$ cat src/rtl/trap_controller_pkg.sv
// Shared types and constants for the trap controller.
// States, cause codes, the interrupt flag bit and the trap-value source selector.
// No logic; imported by trap_controller and trap_prio_encoder.
package trap_controller_pkg;

    typedef enum logic [1:0] {
        RUN        = 2'd0,
        TRAP_ENTER = 2'd1,
        MRET_EXIT  = 2'd2
    } state_e;

    // Which value is written to the trap-value capture register
    typedef enum logic [1:0] {
        TVAL_ZERO    = 2'd0,
        TVAL_BADADDR = 2'd1,
        TVAL_INSTR   = 2'd2,
        TVAL_PC      = 2'd3
    } tval_sel_e;

    localparam logic [31:0] INT_BIT = 32'h8000_0000;

    localparam logic [31:0] CAUSE_FETCH_MIS = 32'd0;
    localparam logic [31:0] CAUSE_ILLEGAL   = 32'd2;
    localparam logic [31:0] CAUSE_EBREAK    = 32'd3;
    localparam logic [31:0] CAUSE_LOAD_MIS  = 32'd4;
    localparam logic [31:0] CAUSE_STORE_MIS = 32'd6;
    localparam logic [31:0] CAUSE_ECALL_M   = 32'd11;
    localparam logic [31:0] CAUSE_IRQ_TIMER = INT_BIT | 32'd7;

endpackage

$ cat src/rtl/trap_controller_prio.sv
// trap_prio_encoder: picks the highest-priority pending trap and its cause/tval source.
// Latency: purely combinational, zero cycles.
// Backpressure: none; the caller decides when the result is acted upon.
module trap_prio_encoder
    import trap_controller_pkg::*;
(
    input  logic        mtime_exc,
    input  logic        exc_fetch_mis,
    input  logic        exc_illegal,
    input  logic        exc_ecall,
    input  logic        exc_ebreak,
    input  logic        exc_load_mis,
    input  logic        exc_store_mis,
    output logic        trap_vld,
    output logic [31:0] trap_cause,
    output tval_sel_e   tval_sel
);

    // Fixed priority: timer interrupt first, then synchronous exceptions
    always_comb begin
        trap_vld   = 1'b1;
        trap_cause = 32'd0;
        tval_sel   = TVAL_ZERO;
        if (mtime_exc) begin
            trap_cause = CAUSE_IRQ_TIMER;
        end else if (exc_fetch_mis) begin
            trap_cause = CAUSE_FETCH_MIS;
            tval_sel   = TVAL_BADADDR;
        end else if (exc_illegal) begin
            trap_cause = CAUSE_ILLEGAL;
            tval_sel   = TVAL_INSTR;
        end else if (exc_ecall) begin
            trap_cause = CAUSE_ECALL_M;
        end else if (exc_ebreak) begin
            trap_cause = CAUSE_EBREAK;
            tval_sel   = TVAL_PC;
        end else if (exc_load_mis) begin
            trap_cause = CAUSE_LOAD_MIS;
            tval_sel   = TVAL_BADADDR;
        end else if (exc_store_mis) begin
            trap_cause = CAUSE_STORE_MIS;
            tval_sel   = TVAL_BADADDR;
        end else begin
            trap_vld   = 1'b0;
        end
    end

endmodule

$ cat src/rtl/trap_controller.sv
// trap_controller: stalls commit on a trap/MRET, then redirects fetch for one cycle.
// Latency: stall same cycle as detection, redirect/flush exactly one cycle later.
// Backpressure: stall_o blocks commit; inputs ignored while redirecting. Option: TRAP_VECTORED_EN.
module trap_controller
    import trap_controller_pkg::*;
#(
    parameter int VECTOR_STRIDE = 4
) (
    input  logic        clk,
    input  logic        rst,
    input  logic        instr_valid_i,
    input  logic [31:0] pc_i,
    input  logic [31:0] instr_i,
    input  logic [31:0] badaddr_i,
    input  logic        exc_fetch_mis_i,
    input  logic        exc_illegal_i,
    input  logic        exc_ecall_i,
    input  logic        exc_ebreak_i,
    input  logic        exc_load_mis_i,
    input  logic        exc_store_mis_i,
    input  logic        mret_i,
    input  logic        mtime_exc_i,
    input  logic [31:0] mtvec_i,
    input  logic [31:0] mepc_i,
    output logic        jumpingToMtvec_o,
    output logic [31:0] excCause_o,
    output logic [31:0] trapInfo_o,
    output logic [31:0] trap_pc_o,
    output logic        stall_o,
    output logic        flush_o,
    output logic        redirect_valid_o,
    output logic [31:0] redirect_pc_o,
    output logic        mret_o
);

    state_e      state_q, state_d;
    logic [31:0] cause_q, tval_q, pc_q;
    logic        capture;

    logic        trap_vld;
    logic [31:0] trap_cause;
    tval_sel_e   tval_sel;
    logic [31:0] tval_d;

    logic        vec_mode;
    logic        vec_en;
    logic        vec_sel;
    logic [31:0] vec_base;
    logic [31:0] vec_offs;
    logic [31:0] trap_target;

    trap_prio_encoder u_prio (
        .mtime_exc     (mtime_exc_i),
        .exc_fetch_mis (exc_fetch_mis_i),
        .exc_illegal   (exc_illegal_i),
        .exc_ecall     (exc_ecall_i),
        .exc_ebreak    (exc_ebreak_i),
        .exc_load_mis  (exc_load_mis_i),
        .exc_store_mis (exc_store_mis_i),
        .trap_vld      (trap_vld),
        .trap_cause    (trap_cause),
        .tval_sel      (tval_sel)
    );

    // Trap value source mux
    always_comb begin
        tval_d = 32'd0;
        case (tval_sel)
            TVAL_BADADDR: tval_d = badaddr_i;
            TVAL_INSTR:   tval_d = instr_i;
            TVAL_PC:      tval_d = pc_i;
            default:      tval_d = 32'd0;
        endcase
    end

`ifdef TRAP_VECTORED_EN
    assign vec_en = 1'b1;
`else
    // mtvec mode bits are accepted but vectoring is not built in: always direct
    assign vec_en = 1'b0;
`endif

    assign vec_mode    = (mtvec_i[1:0] == 2'b01);
    assign vec_sel     = vec_en & vec_mode & cause_q[31];
    assign vec_base    = {mtvec_i[31:2], 2'b00};
    assign vec_offs    = 32'(VECTOR_STRIDE) * {1'b0, cause_q[30:0]};
    assign trap_target = vec_sel ? (vec_base + vec_offs) : vec_base;

    // Captured trap info is presented continuously and only changes on capture
    assign excCause_o = cause_q;
    assign trapInfo_o = tval_q;
    assign trap_pc_o  = pc_q;

    // State register and trap capture; reset wipes captured values
    always_ff @(posedge clk) begin
        if (rst) begin
            state_q <= RUN;
            cause_q <= 32'd0;
            tval_q  <= 32'd0;
            pc_q    <= 32'd0;
        end else begin
            state_q <= state_d;
            if (capture) begin
                cause_q <= trap_cause;
                tval_q  <= tval_d;
                pc_q    <= pc_i;
            end
        end
    end

    // Next state and control outputs; reset masks outputs so an aborted
    // redirect cycle never produces a visible pulse
    always_comb begin
        state_d          = state_q;
        capture          = 1'b0;
        stall_o          = 1'b0;
        flush_o          = 1'b0;
        redirect_valid_o = 1'b0;
        redirect_pc_o    = 32'd0;
        jumpingToMtvec_o = 1'b0;
        mret_o           = 1'b0;
        if (rst) begin
            state_d = RUN;
        end else begin
            case (state_q)
                RUN: begin
                    if (instr_valid_i) begin
                        if (trap_vld) begin
                            stall_o = 1'b1;
                            capture = 1'b1;
                            state_d = TRAP_ENTER;
                        end else if (mret_i) begin
                            stall_o = 1'b1;
                            state_d = MRET_EXIT;
                        end
                    end
                end
                TRAP_ENTER: begin
                    jumpingToMtvec_o = 1'b1;
                    flush_o          = 1'b1;
                    redirect_valid_o = 1'b1;
                    redirect_pc_o    = trap_target;
                    state_d          = RUN;
                end
                MRET_EXIT: begin
                    mret_o           = 1'b1;
                    flush_o          = 1'b1;
                    redirect_valid_o = 1'b1;
                    redirect_pc_o    = mepc_i;
                    state_d          = RUN;
                end
                default: state_d = RUN;
            endcase
        end
    end

endmodule

$ cat config.mk
export PLATFORM = sky130hd
export DESIGN_NAME = trap_controller
export DESIGN_NICKNAME = d
export VERILOG_FILES = /design/src/rtl/trap_controller_pkg.sv /design/src/rtl/trap_controller_prio.sv /design/src/rtl/trap_controller.sv
export SDC_FILE = /design/constraint.sdc
export NUM_CORES = 1
export LEC_CHECK = 0
export BUFFER_PORTS_ARGS = -buffer_cell sky130_fd_sc_hd__buf_2
export CORE_AREA = 4 4 117 119
export CTS_BUF_LIST = sky130_fd_sc_hd__clkbuf_16
export DETAILED_ROUTE_END_ITERATION = 10
export DIE_AREA = 0 0 121 123
export PLACE_DENSITY = 0.69
export SETUP_SLACK_MARGIN = 0.05
export SYNTH_ARGS = -nofsm -noshare
export SYNTH_HDL_FRONTEND = slang
export SYNTH_SLANG_ARGS = --single-unit
$ cat constraint.sdc
create_clock -name clk -period 2.35 [get_ports clk]
set_input_delay 0.235 -clock clk [delete_from_list [all_inputs] [get_ports clk]]
set_output_delay 0.235 -clock clk [all_outputs]
set_load 0.005 [all_outputs]
* Word level (Yosys, flattened, before mapping)
Cells that the tools add are included.
Word-level totals: output and inout bits 133, input port bits 171, register bits after elaboration 98, logic and storage cells 56
Operators by class: eq/ne operators 5, reduce and logical (&&, ||, !) cells 5, multiplexer cells 41, bitwise logic cells 1
Operators by type and width (number):
- 2-to-1 mux 32 bit | 7
- one-hot mux 32 bit (3 select lines) | 1
- one-hot mux 32 bit (2 select lines) | 1
- 2-to-1 mux 1 bit | 23
- 2-to-1 mux 2 bit | 8
- equality test 2 bit (second input constant) | 3
- equality test 2 x 1 -> 1 bit (second input constant) | 2
- OR reduction 2 bit | 2
- 2-to-1 mux 3 bit | 1
- zero test 2 bit | 1
- AND reduction 2 bit | 1
- nonzero test 2 bit | 1
- NOT 1 bit | 1

* Depth between registers and ports, before layout
Gate-level depths: netlist of run 1.
word-level depth 11, gate-level depth with buffers 7

* Hierarchy
A second synthesis of run 1 with hierarchy kept.
Second synthesis, totals: cells, all modules 598, area, all modules 5268.8 um2
By module, submodules not included:
- trap_controller | area each 4944.7 um2, instances 1, cells an instance 552
- trap_prio_encoder | area each 324.1 um2, instances 1, cells an instance 46

* Least setup slack after synthesis of run 1
OpenSTA, ideal clock, no wires.
path kind flip-flop to flip-flop, from register state_q[0], to register tval_q[21], in the netlist trapInfo_o[21], path slack 685 ps, path buffers 1, clock period less this slack 1665 ps, setup time 71 ps, arrival 1594 ps, stages on the path, launching flop included 8, path through dfxtp_1 -> inv_1 -> ha_1 -> nand2b_2 -> a311oi_4 -> nand3_1 -> buf_1 -> o2bb2ai_1
Between the ends: longest elaborated chain between the ends 3
Ends and longest elaborated chain:
- from (decl) | RTL line trap_controller.sv:36 | state_e state_q, state_d;
- from (signal assigned) | RTL line trap_controller.sv:102 | state_q <= state_d;
- zero test 2 bit | RTL line trap_controller.sv:125 | case (state_q)
- 2-to-1 mux 1 bit | RTL line trap_controller.sv:125
- 2-to-1 mux 1 bit | RTL line trap_controller.sv:122 | if (rst) begin
- to (signal assigned) | RTL line trap_controller.sv:105 | tval_q <= tval_d;
- to (decl) | RTL line trap_controller.sv:37 | logic [31:0] cause_q, tval_q, pc_q;
Every way passes these cells. A chain may end at the register's enable or synchronous reset.

* Worst setup path in the final report of run 1
from register state_q[0], to output port redirect_pc_o[18]
Between the ends: longest elaborated chain between the ends 3
Ends and longest elaborated chain:
- equality test 2 bit or equality test 2 x 1 -> 1 bit (tied branches) | RTL line trap_controller.sv:125
- one-hot mux 32 bit (2 select lines) * | RTL line trap_controller.sv:125
- 2-to-1 mux 32 bit * | RTL line trap_controller.sv:122
- to (decl) | RTL line trap_controller.sv:32 | output logic [31:0] redirect_pc_o,
Every way passes the cells marked *; elsewhere a longest branch is shown, timed or not.

==> summary.txt, run 1 <==
Clocking
  • CTS sink count: just over 70
  • Clk pin slew, worst setup/hold paths: roughly 0.060 ns
  • # resized after CTS: 0
  • CTS buffer count: 9
  • CTS root buf: clkbuf_16
  • CTS Hold Bufs: 0
  • TritonCTS clock tree: built
  • CTS max path bufs: 2
  • Htree depth: 3
  • Worst skew pair latency: roughly 0.33 ns
  • Postcts setup bufs: 0

Floorplanning
  • Io pins: about 300
  • Area of the core: ~13,000 µm²
  • FP Rows: 41
  • Total Die Area: around 15,000 µm²
  • Initial core utilization: 0.347
  • Die width: 121 µm
  • Die Ht: between 100 and 150 µm

Pwr
  • Pleak: about 0.0028 µW
  • Final Power: around 3300 µW
  • Sw Share: 0.277
  • Worst VDD drop: 0.234 mV
  • PwrDens: 542 nW/µm²
  • Comb pwr share: 0.197
  • P_sw: 911 µW
  • Clk pwr share: 0.411
  • Seq pwr share: 0.393
  • Int Pwr: about 2400 µW

Layout
  • P&R area growth vs syn: 39.3%
  • Share of cells above drive strength 1: 0.450
  • Ant. Diodes: 0
  • Final nets: around 940

Routing
  • DRC: 0
  • Met2 WL: 8630 µm
  • WL met1: about 6300 µm
  • 1st-pass router iterations: 5
  • Vias per cell: a little over 5
  • Highest routed layer: met4
  • Post-DRT Antenna Nets: 0
  • 1st-iter DRT viols: between 300 and 400
  • Routed length per instance: ~18 µm
  • Met3 wire len: 1640 µm
  • Post-Route WL: between 15,000 and 20,000 µm
  • Via count: 4,817

GRT
  • Global Route Usage Sum: 0.216
  • Number of global-route vias before repair: ~4,600
  • Largest net degree at the start of global routing: 65
  • Initial antenna violation count: 0
  • First-pass GRT wire length: ~25,000 µm
  • Gr ovfl total: 0

Timing
  • Final setup vio count: 0
  • Final clock skew: between 0.01 and 0.015 ns
  • Pins Over Slew Limit: 0
  • Final period utilization: 0.811
  • Rel. slew slack: 0.659
  • Worst slew pin tran: between 0.5 and 0.6 ns
  • Setup TNS: 0 ns
  • Final hold slack: roughly 0.11 ns
  • Fmax: 524 MHz
  • RSZ-0062 raised after global routing: no
  • Min Tclk post-route: about 1.9 ns
  • Final hold violation count: 0

Worst setup path
  • Crit Path Class: reg2out
  • Worst flop-to-flop path startpoint: state_q[1]
  • Crit-path max FO: 31
  • Setup slack, reg-to-reg: just under 0.5 ns
  • Critical Path Sink Type: output pin
  • Worst Setup Start Kind: flop
  • R2R Path End: trapInfo_o[12]
  • Critical Path End: redirect_pc_o[18]
  • Crit. Startpoint: state_q[0]
  • Critical Path AT: 1.67 ns
  • Worst endpoint required time: ~2.1 ns
  • Worst R2R Path Depth: 7

Logic synthesis
  • Post-synth EDFFs: 0
  • Cells after Synth: 521
  • Mapped cell area: between 4000 and 5000 µm²
  • Fraction of registers with async set/reset: 0
  • Seq/Total Area, Yosys: 0.326
  • Netlist cell types: 39
  • YS warnings: 0
  • Ys flop type: dfxtp_1
  • Synth Area per Inst: about 8.4 µm²
  • Seq cells post-synth: a little over 70

Worst hold path
  • HP Start: pc_i[28]
  • Min-Delay Path Class: in2reg

Job
  • # Max-Cap Violations: 0

Place
  • Placer congestion estimate: between 0.7 and 0.8
  • IO buf count: approximately 270
  • DP HPWL: between 10,000 and 15,000 µm

Status
  • Status: completed
## area by class of cell
cell class | count | area (µm²)
clock inverters | 6 | 63.8
repair buffers | 293 | 1550
flip-flops and latches | 71 | 1420
clock buffers | 9 | 225
inverters | 5 | 18.8
well taps | 172 | 215
fillers | 1306 | 6500
multi-input cells | 389 | 2570
## flip-flops by register name, summed over array words and instances, names as in the netlist
register and count:
state_q 2, excCause_o 5, trapInfo_o 32, trap_pc_o 32
## metrics by stage
step / instance area, µm² / cells / setup WS, ns / utilization
after detailed placement: 5780 / 930 / 0.446 / 0.460
after global placement: 5780 / 930 / 0.489 / 0.460
after floorplan: 4460 / 547 / 0.685 / -
after global routing: 6070 / 945 / 0.324 / 0.483
final: 6070 / 945 / 0.443 / 0.483
after CTS: 6070 / 945 / 0.423 / 0.483
## metal layers
metal / up-vias / global-route usage
li1: 2350 / -
met1: 2198 / 0.244
met2: 242 / 0.392
met3: 27 / 0.0622
met4: 0 / 0.0715
met5: - / 0
## worst max-delay path: stages (launching register included)
cell and delay (ns):
dfxtp_1 0.35, inv_1 0.07, ha_1 0.29, nand2b_1 0.07
buf_4 0.29, nor2_1 0.13, buf_2 0.15
## kinds of logic (layout without fill, tap and decap cells)
group	after synthesis	count (layout)	synth area share
and+or+nand+nor	214	214	0.309
AOI/OAI and AO/OA	144	144	0.245
buffers and inverters	87	313	0.108
DFF	71	71	0.326
adders and majority gates	3	3	0.00861
other	1	27	0.000861
muxes	1	1	0.00230
## how the worst min path moves through the flow
stage,end,cells past startpoint
CTS,trap_pc_o[28],3
global route,trap_pc_o[18],3
detailed placement,trapInfo_o[28],1
global placement,trapInfo_o[22],1
floorplan,trap_pc_o[0],2
finish,trap_pc_o[28],3
## power groups by stage
stage          Clock, µW  Sequential [µW]  Combinational [µW]
6_report            1350             1290                 647
5_1_grt             1430             1300                 714
4_1_cts             1380             1290                 651
3_5_place_dp           0             1320                 648
3_3_place_gp           0             1320                 648
2_1_floorplan          0             1320                 351
## cell usage after synthesis, types with 2 or more instances
| master | number | share of area |
|---|---|---|
| inv_1 | 5 | 0.0043 |
| a21oi_1 | 6 | 0.0069 |
| o2bb2ai_2 | 3 | 0.010 |
| nor4b_1 | 32 | 0.064 |
| nor2_1 | 33 | 0.028 |
| nand2b_1 | 37 | 0.053 |
| buf_2 | 7 | 0.0080 |
| or3b_1 | 3 | 0.0060 |
| and3_1 | 32 | 0.046 |
| clkbuf_1 | 41 | 0.035 |
| o21ai_0 | 37 | 0.042 |
| dfxtp_1 | 71 | 0.33 |
| or3b_2 | 29 | 0.058 |
| buf_6 | 4 | 0.010 |
| a211oi_1 | 33 | 0.057 |
| nor3_1 | 2 | 0.0023 |
| and2_1 | 2 | 0.0029 |
| nand2_1 | 34 | 0.029 |
| o2bb2ai_1 | 29 | 0.058 |
| a22oi_1 | 30 | 0.052 |
| nand3_1 | 2 | 0.0023 |
| buf_4 | 28 | 0.048 |
| ha_1 | 3 | 0.0086 |
| nor2b_1 | 2 | 0.0029 |
| nor2_2 | 2 | 0.0029 |
## cells in the final DEF, fill, tap and decap left out, drive strengths merged, types with 30 or more instances in the layout
cell	instances
buf	293
dfxtp	71
nand2b	38
o21ai	37
nor2	35
nand2	34
a211oi	33
and3	32
nor4b	32
or3b	32
o2bb2ai	32
a22oi	30
Power figures use the tool's default switching activity.
==> inputs of run 2 (changes only) <==
Clock period 2.35 ns to 1.9 ns, I/O delays scaled along.
==> run 2 against run 1 <==
Net effect:
- sequential cell count is the same
- critical path type unchanged
- sequential share of layout area shrank 0.52 points
- utilization grew 1.1 points
- critical endpoint is now redirect_pc_o[1]
- combinational power grew 28%
==> summary.txt, run 2 (synthesis gave the netlist of run 1 again) <==
Status
  • Status: completed

Timing
  • Final clock skew: between 0.002 and 0.003 ns
  • Fmax: between 500 and 600 MHz
  • Setup TNS: 0 ns
  • Min Tclk post-route: around 1.8 ns
  • RSZ-0062 raised after global routing: yes
  • Final period utilization: 0.930
  • Pins Over Slew Limit: 0
  • Final setup vio count: 0
  • Final hold violation count: 0

Floorplanning
  • Total Die Area: 14,900 µm²
  • FP Rows: between 40 and 50
  • Initial core utilization: 0.347
  • Die width: around 120 µm
  • Io pins: between 300 and 400
  • Area of the core: 12,600 µm²
  • Die Ht: 123 µm

Worst setup path
  • Worst Setup Start Kind: flop
  • Critical Path AT: 1.58 ns
  • Worst endpoint required time: about 1.7 ns
  • Crit-path max FO: 14
  • Crit. Startpoint: state_q[0]
  • Critical Path Sink Type: output pin
  • Crit Path Class: reg2out
  • Setup slack, reg-to-reg: roughly 0.24 ns
  • Worst flop-to-flop path startpoint: state_q[1]

Place
  • DP HPWL: 13,100 µm
  • IO buf count: about 270
  • Placer congestion estimate: 0.799

GRT
  • Number of global-route vias before repair: approximately 4,500
  • Largest net degree at the start of global routing: 45
  • Gr ovfl total: 0
  • Global Route Usage Sum: 0.214
  • Initial antenna violation count: 0
  • First-pass GRT wire length: between 20,000 and 25,000 µm

Clocking
  • CTS root buf: clkbuf_16
  • CTS sink count: 71
  • CTS max path bufs: 2
  • TritonCTS clock tree: built
  • Worst skew pair latency: ~0.33 ns
  • Htree depth: 3
  • CTS Hold Bufs: 0
  • CTS buffer count: 9
  • Clk pin slew, worst setup/hold paths: approximately 0.060 ns

Routing
  • Post-Route WL: between 15,000 and 20,000 µm
  • Post-DRT Antenna Nets: 0
  • 1st-pass router iterations: 5
  • Via count: around 4,800
  • Vias per cell: between 5 and 6
  • 1st-iter DRT viols: between 200 and 300
  • DRC: 0
  • Routed length per instance: around 18 µm

Layout
  • Final core occ: 0.494
  • Final nets: roughly 950
  • Ant. Diodes: 0
  • Most frequent cells in the layout: 272 x buf_2, 70 x dfxtp_1, 37 x nand2b_1, 37 x o21ai_0, 34 x nand2_1
  • P&R area growth vs syn: 42.5%
  • Filler cells: around 1,300
  • Share of cells above drive strength 1: 0.456
  • Commonest non-fill, non-tap cell in the layout: buf_2

Pwr
  • Worst VDD drop: about 0.4 mV
  • PwrDens: ~680 nW/µm²
  • Pleak: about 0.0029 µW

Worst hold path
  • HP Start: pc_i[27]
  • Min-Delay Path Class: in2reg

Job
  • # Max-Cap Violations: 0
-- run 2: cell count changes in the layout (fill, tap and decap cells not counted), moves of 2 or more --
cell and change:
nor2_2 +2, buf_4 +3, clkinv_1 +3, nor2_1 -2
buf_12 +5, buf_2 -2
-- run 2: per-stage QoR --
stage               std cells  power [µW]  hold slack [ns]  area (µm²)  setup slack (ns)
floorplan                 547        2070            0.299        4460             0.235
global placement          935        2460            0.398        5880             0.124
detailed placement        935        2460            0.402        5880            0.0858
CTS                       951        4260           0.0550        6200            0.0793
global route              952        4410           0.0678        6210            0.0272
finish                    952        4220           0.0659        6210             0.133
-- run 2: cell type report --
| class | instances | area (µm²) | area share |
|---|---|---|---|
| clock buffers | 9 | 225 | 0.0363 |
| clock inverters | 7 | 87.6 | 0.0141 |
| inverters | 5 | 18.8 | 0.00302 |
| multi-input cells | 389 | 2580 | 0.415 |
| flip-flops and latches | 71 | 1420 | 0.229 |
| well taps | 172 | 215 | 0.0346 |
| repair buffers | 299 | 1660 | 0.268 |
-- run 2: repair_timing --
item                                    CTS  global route
endpoints found under the hold margin     0             0
pin swaps                                 0             1
setup buffers                             0             1
gates resized for setup                   1             4
endpoints found under the setup margin    1            43
-- run 2: path summary, 6_finish.rpt --
path                            depth (start not counted)          endpoint
worst max register to register                          8     trapInfo_o[8]
worst min register to register                          1    trapInfo_o[30]
worst max-delay path                                    6  redirect_pc_o[1]
worst min-delay path                                    3     trap_pc_o[27]
-- run 2: per-layer routing --
metal,part of all wire,GRT usage,up-vias
li1,-,-,2353
met4,0.0087,0.0524,0
met2,0.52,0.395,199
met5,0,0,-
met1,0.39,0.244,2201
met3,0.080,0.0604,12
-- run 2: power by group --
group	internal [µW]	switching, µW
Clock	1140	653
Sequential	1560	36.0
Combinational	393	437
-- run 2: critical path, stage by stage, from the launching register on --
cell and delay (ns):
dfxtp_2 0.34, inv_1 0.06, ha_1 0.20, buf_4 0.19
nor2b_1 0.15, and2_1 0.17, buf_2 0.14
==> inputs of run 3 (changes only) <==
Settings changed: CORE_AREA 4 4 117 119 to 2 2 118 120, DIE_AREA 0 0 121 123 to 0 0 120 122, GPL_TIMING_DRIVEN set to 0, PLACE_DENSITY 0.69 to 0.66.
==> run 3 against run 2 <==
Net effect:
- combinational power up 9.2%
- clock-buffer cell count stayed put
- critical path depth unchanged
- hold slack worse by 0.00065 ns
- first-iteration DRC count is 20% lower
- maximum frequency down 1.1%
- sequential cell count unchanged
- setup slack worse by 0.019 ns
- sequential share of layout area shrank 1.2 points
- clock skew increased by 0.0023 ns
- utilization decreased by 0.96 points
- cell count is 7.1% higher
- critical path type unchanged
- largest cell class unchanged
- largest power group unchanged
==> summary.txt, run 3 (synthesis gave the netlist of run 1 again) <==
Place
  • DP HPWL: 14,300 µm
  • Placer congestion estimate: around 0.9
  • IO buf count: 273

Layout
  • Final nets: approximately 1,000
  • Sequential Area: between 1000 and 1500 µm²
  • Multi-input gate area: ~2600 µm²
  • Filler cells: between 1,000 and 1,500
  • Share of cells above drive strength 1: 0.478
  • Commonest non-fill, non-tap cell in the layout: buf_2
  • P&R area growth vs syn: 50.2%
  • Final core occ: 0.485
  • Most frequent cells in the layout: 283 x buf_2, 70 x dfxtp_1, 37 x buf_4, 37 x o21ai_0, 36 x nand2b_1

Worst setup path
  • Critical Path AT: between 1.5 and 2 ns
  • R2R Path End: trapInfo_o[30]
  • Worst Setup Start Kind: flop
  • Setup slack, reg-to-reg: between 0.1 and 0.15 ns
  • Crit-path slowest cell: dfxtp_1
  • Worst R2R Path Depth: 8
  • Crit Path Class: reg2out
  • Crit-path max FO: 10
  • Worst flop-to-flop path startpoint: state_q[0]
  • Critical Path Sink Type: output pin
  • CP Cell Sequence: inv_2 > ha_1 > buf_4 > a22oi_2 > nor2_1 > buf_2
  • Family with the most delay on the worst path: buffers and inverters
  • Worst endpoint required time: ~1.7 ns
  • Crit path buf inv count: 3
  • Largest stage delay, worst path: roughly 0.35 ns

GRT
  • Largest net degree at the start of global routing: 13
  • Number of global-route vias before repair: approximately 4,700
  • Gr ovfl total: 0
  • First-pass GRT wire length: 26,100 µm
  • Initial antenna violation count: 1
  • Global Route Usage Sum: 0.232

Clocking
  • CTS buffer count: 9
  • Worst skew pair latency: around 0.33 ns
  • CTS sink count: slightly above 70
  • Htree depth: 3
  • CTS Hold Bufs: 0
  • TritonCTS clock tree: built
  • CTS max path bufs: 2
  • CTS root buf: clkbuf_16
  • Clk pin slew, worst setup/hold paths: about 0.06 ns

Routing
  • DRC: 0
  • Post-DRT Antenna Nets: 0
  • Routed length per instance: approximately 18 µm
  • Post-Route WL: between 15,000 and 20,000 µm
  • 1st-pass router iterations: 4
  • 1st-iter DRT viols: 213
  • Vias per cell: 4.89
  • Via count: between 4,000 and 5,000

Pwr
  • Worst VDD drop: 0.477 mV
  • PwrDens: ~700 nW/µm²
  • Final Power: ~4400 µW
  • Pleak: between 0.003 and 0.004 µW

Status
  • Status: completed

Timing
  • Final setup vio count: 0
  • Fmax: about 560 MHz
  • Rel. slew slack: 0.656
  • Final hold slack: approximately 0.065 ns
  • Pins Over Slew Limit: 0
  • Worst slew pin tran: just over 0.5 ns
  • Final hold violation count: 0
  • Min Tclk post-route: between 1.5 and 2 ns
  • RSZ-0062 raised after global routing: yes
  • Final clock skew: between 0.005 and 0.006 ns
  • Final period utilization: 0.940

Floorplanning
  • FP Rows: 43
  • Die Ht: about 120 µm
  • Die width: between 100 and 150 µm
  • Area of the core: approximately 14,000 µm²
  • Initial core utilization: 0.323
  • Total Die Area: around 15,000 µm²
  • Io pins: approximately 300

Worst hold path
  • Worst hold stages: 3
  • Min-Delay Path Class: in2reg
  • HP Start: pc_i[14]
  • Min-Delay Endpoint: trap_pc_o[14]

Job
  • # Max-Cap Violations: 0
run 3: cell types whose count changed in the layout (fill, tap and decap cells not counted), moves of 5 or more:
cell,change
a22oi_1,-7
a22oi_2,+7
buf_12,-8
buf_2,+11
buf_4,+18
clkbuf_1,+25
clkbuf_2,+5
run 3: metrics by stage:
| step | instance area (µm²) | setup TNS (ns) | setup WS [ns] | instances |
|---|---|---|---|---|
| after global routing | 6550 | 0 | 0.0170 | 1020 |
| after CTS | 6450 | 0 | 0.0505 | 1017 |
| final | 6550 | 0 | 0.114 | 1020 |
| after floorplan | 4460 | 0 | 0.235 | 547 |
| after detailed placement | 6050 | -18.16 | -0.460 | 1000 |
| after global placement | 6050 | -17.13 | -0.433 | 1000 |
run 3: worst max path at each step:
stage                from           endpoint  depth (start not counted)
6_report       state_q[1]  redirect_pc_o[15]                          6
5_1_grt        state_q[0]     trapInfo_o[14]                          8
3_5_place_dp   state_q[1]     trapInfo_o[30]                          7
4_1_cts        state_q[1]     trapInfo_o[30]                          7
3_3_place_gp   state_q[1]     trapInfo_o[23]                          7
2_1_floorplan  state_q[0]     trapInfo_o[21]                          7
run 3: tightest hold or removal path, cell delays in order:
cell,delay [ns]
buf_2,0.09
nand2_1,0.04
o21ai_0,0.05
run 3: layout make-up:
type	instances	share of cell area
antenna	1	0.000382
buffer	82	0.0772
clock buffer	9	0.0344
clock inverter	6	0.0168
inverter	5	0.00287
multi-input combinational	389	0.403
sequential	71	0.217
tap	180	0.0344
timing repair buffer	277	0.213
run 3: layer usage:
metal,up-vias,share of wire,track usage
met1,2279,0.39,0.263
met4,0,0.020,0.0772
met3,23,0.068,0.0524
met5,-,0,0
met2,198,0.52,0.430
li1,2485,-,-
run 3: what timing repair did:
action,CTS,global route
gates resized for setup,21,41
buffers inserted,2,2
hold endpoints to repair,0,0
gates cloned,0,0
endpoints found under the setup margin,101,97
pin swaps,1,1
run 3: where the power goes:
part           internal [µW]  switching [µW]
sequential              1560            36.9
clock                   1270             670
combinational            434             472
total                   3270            1180
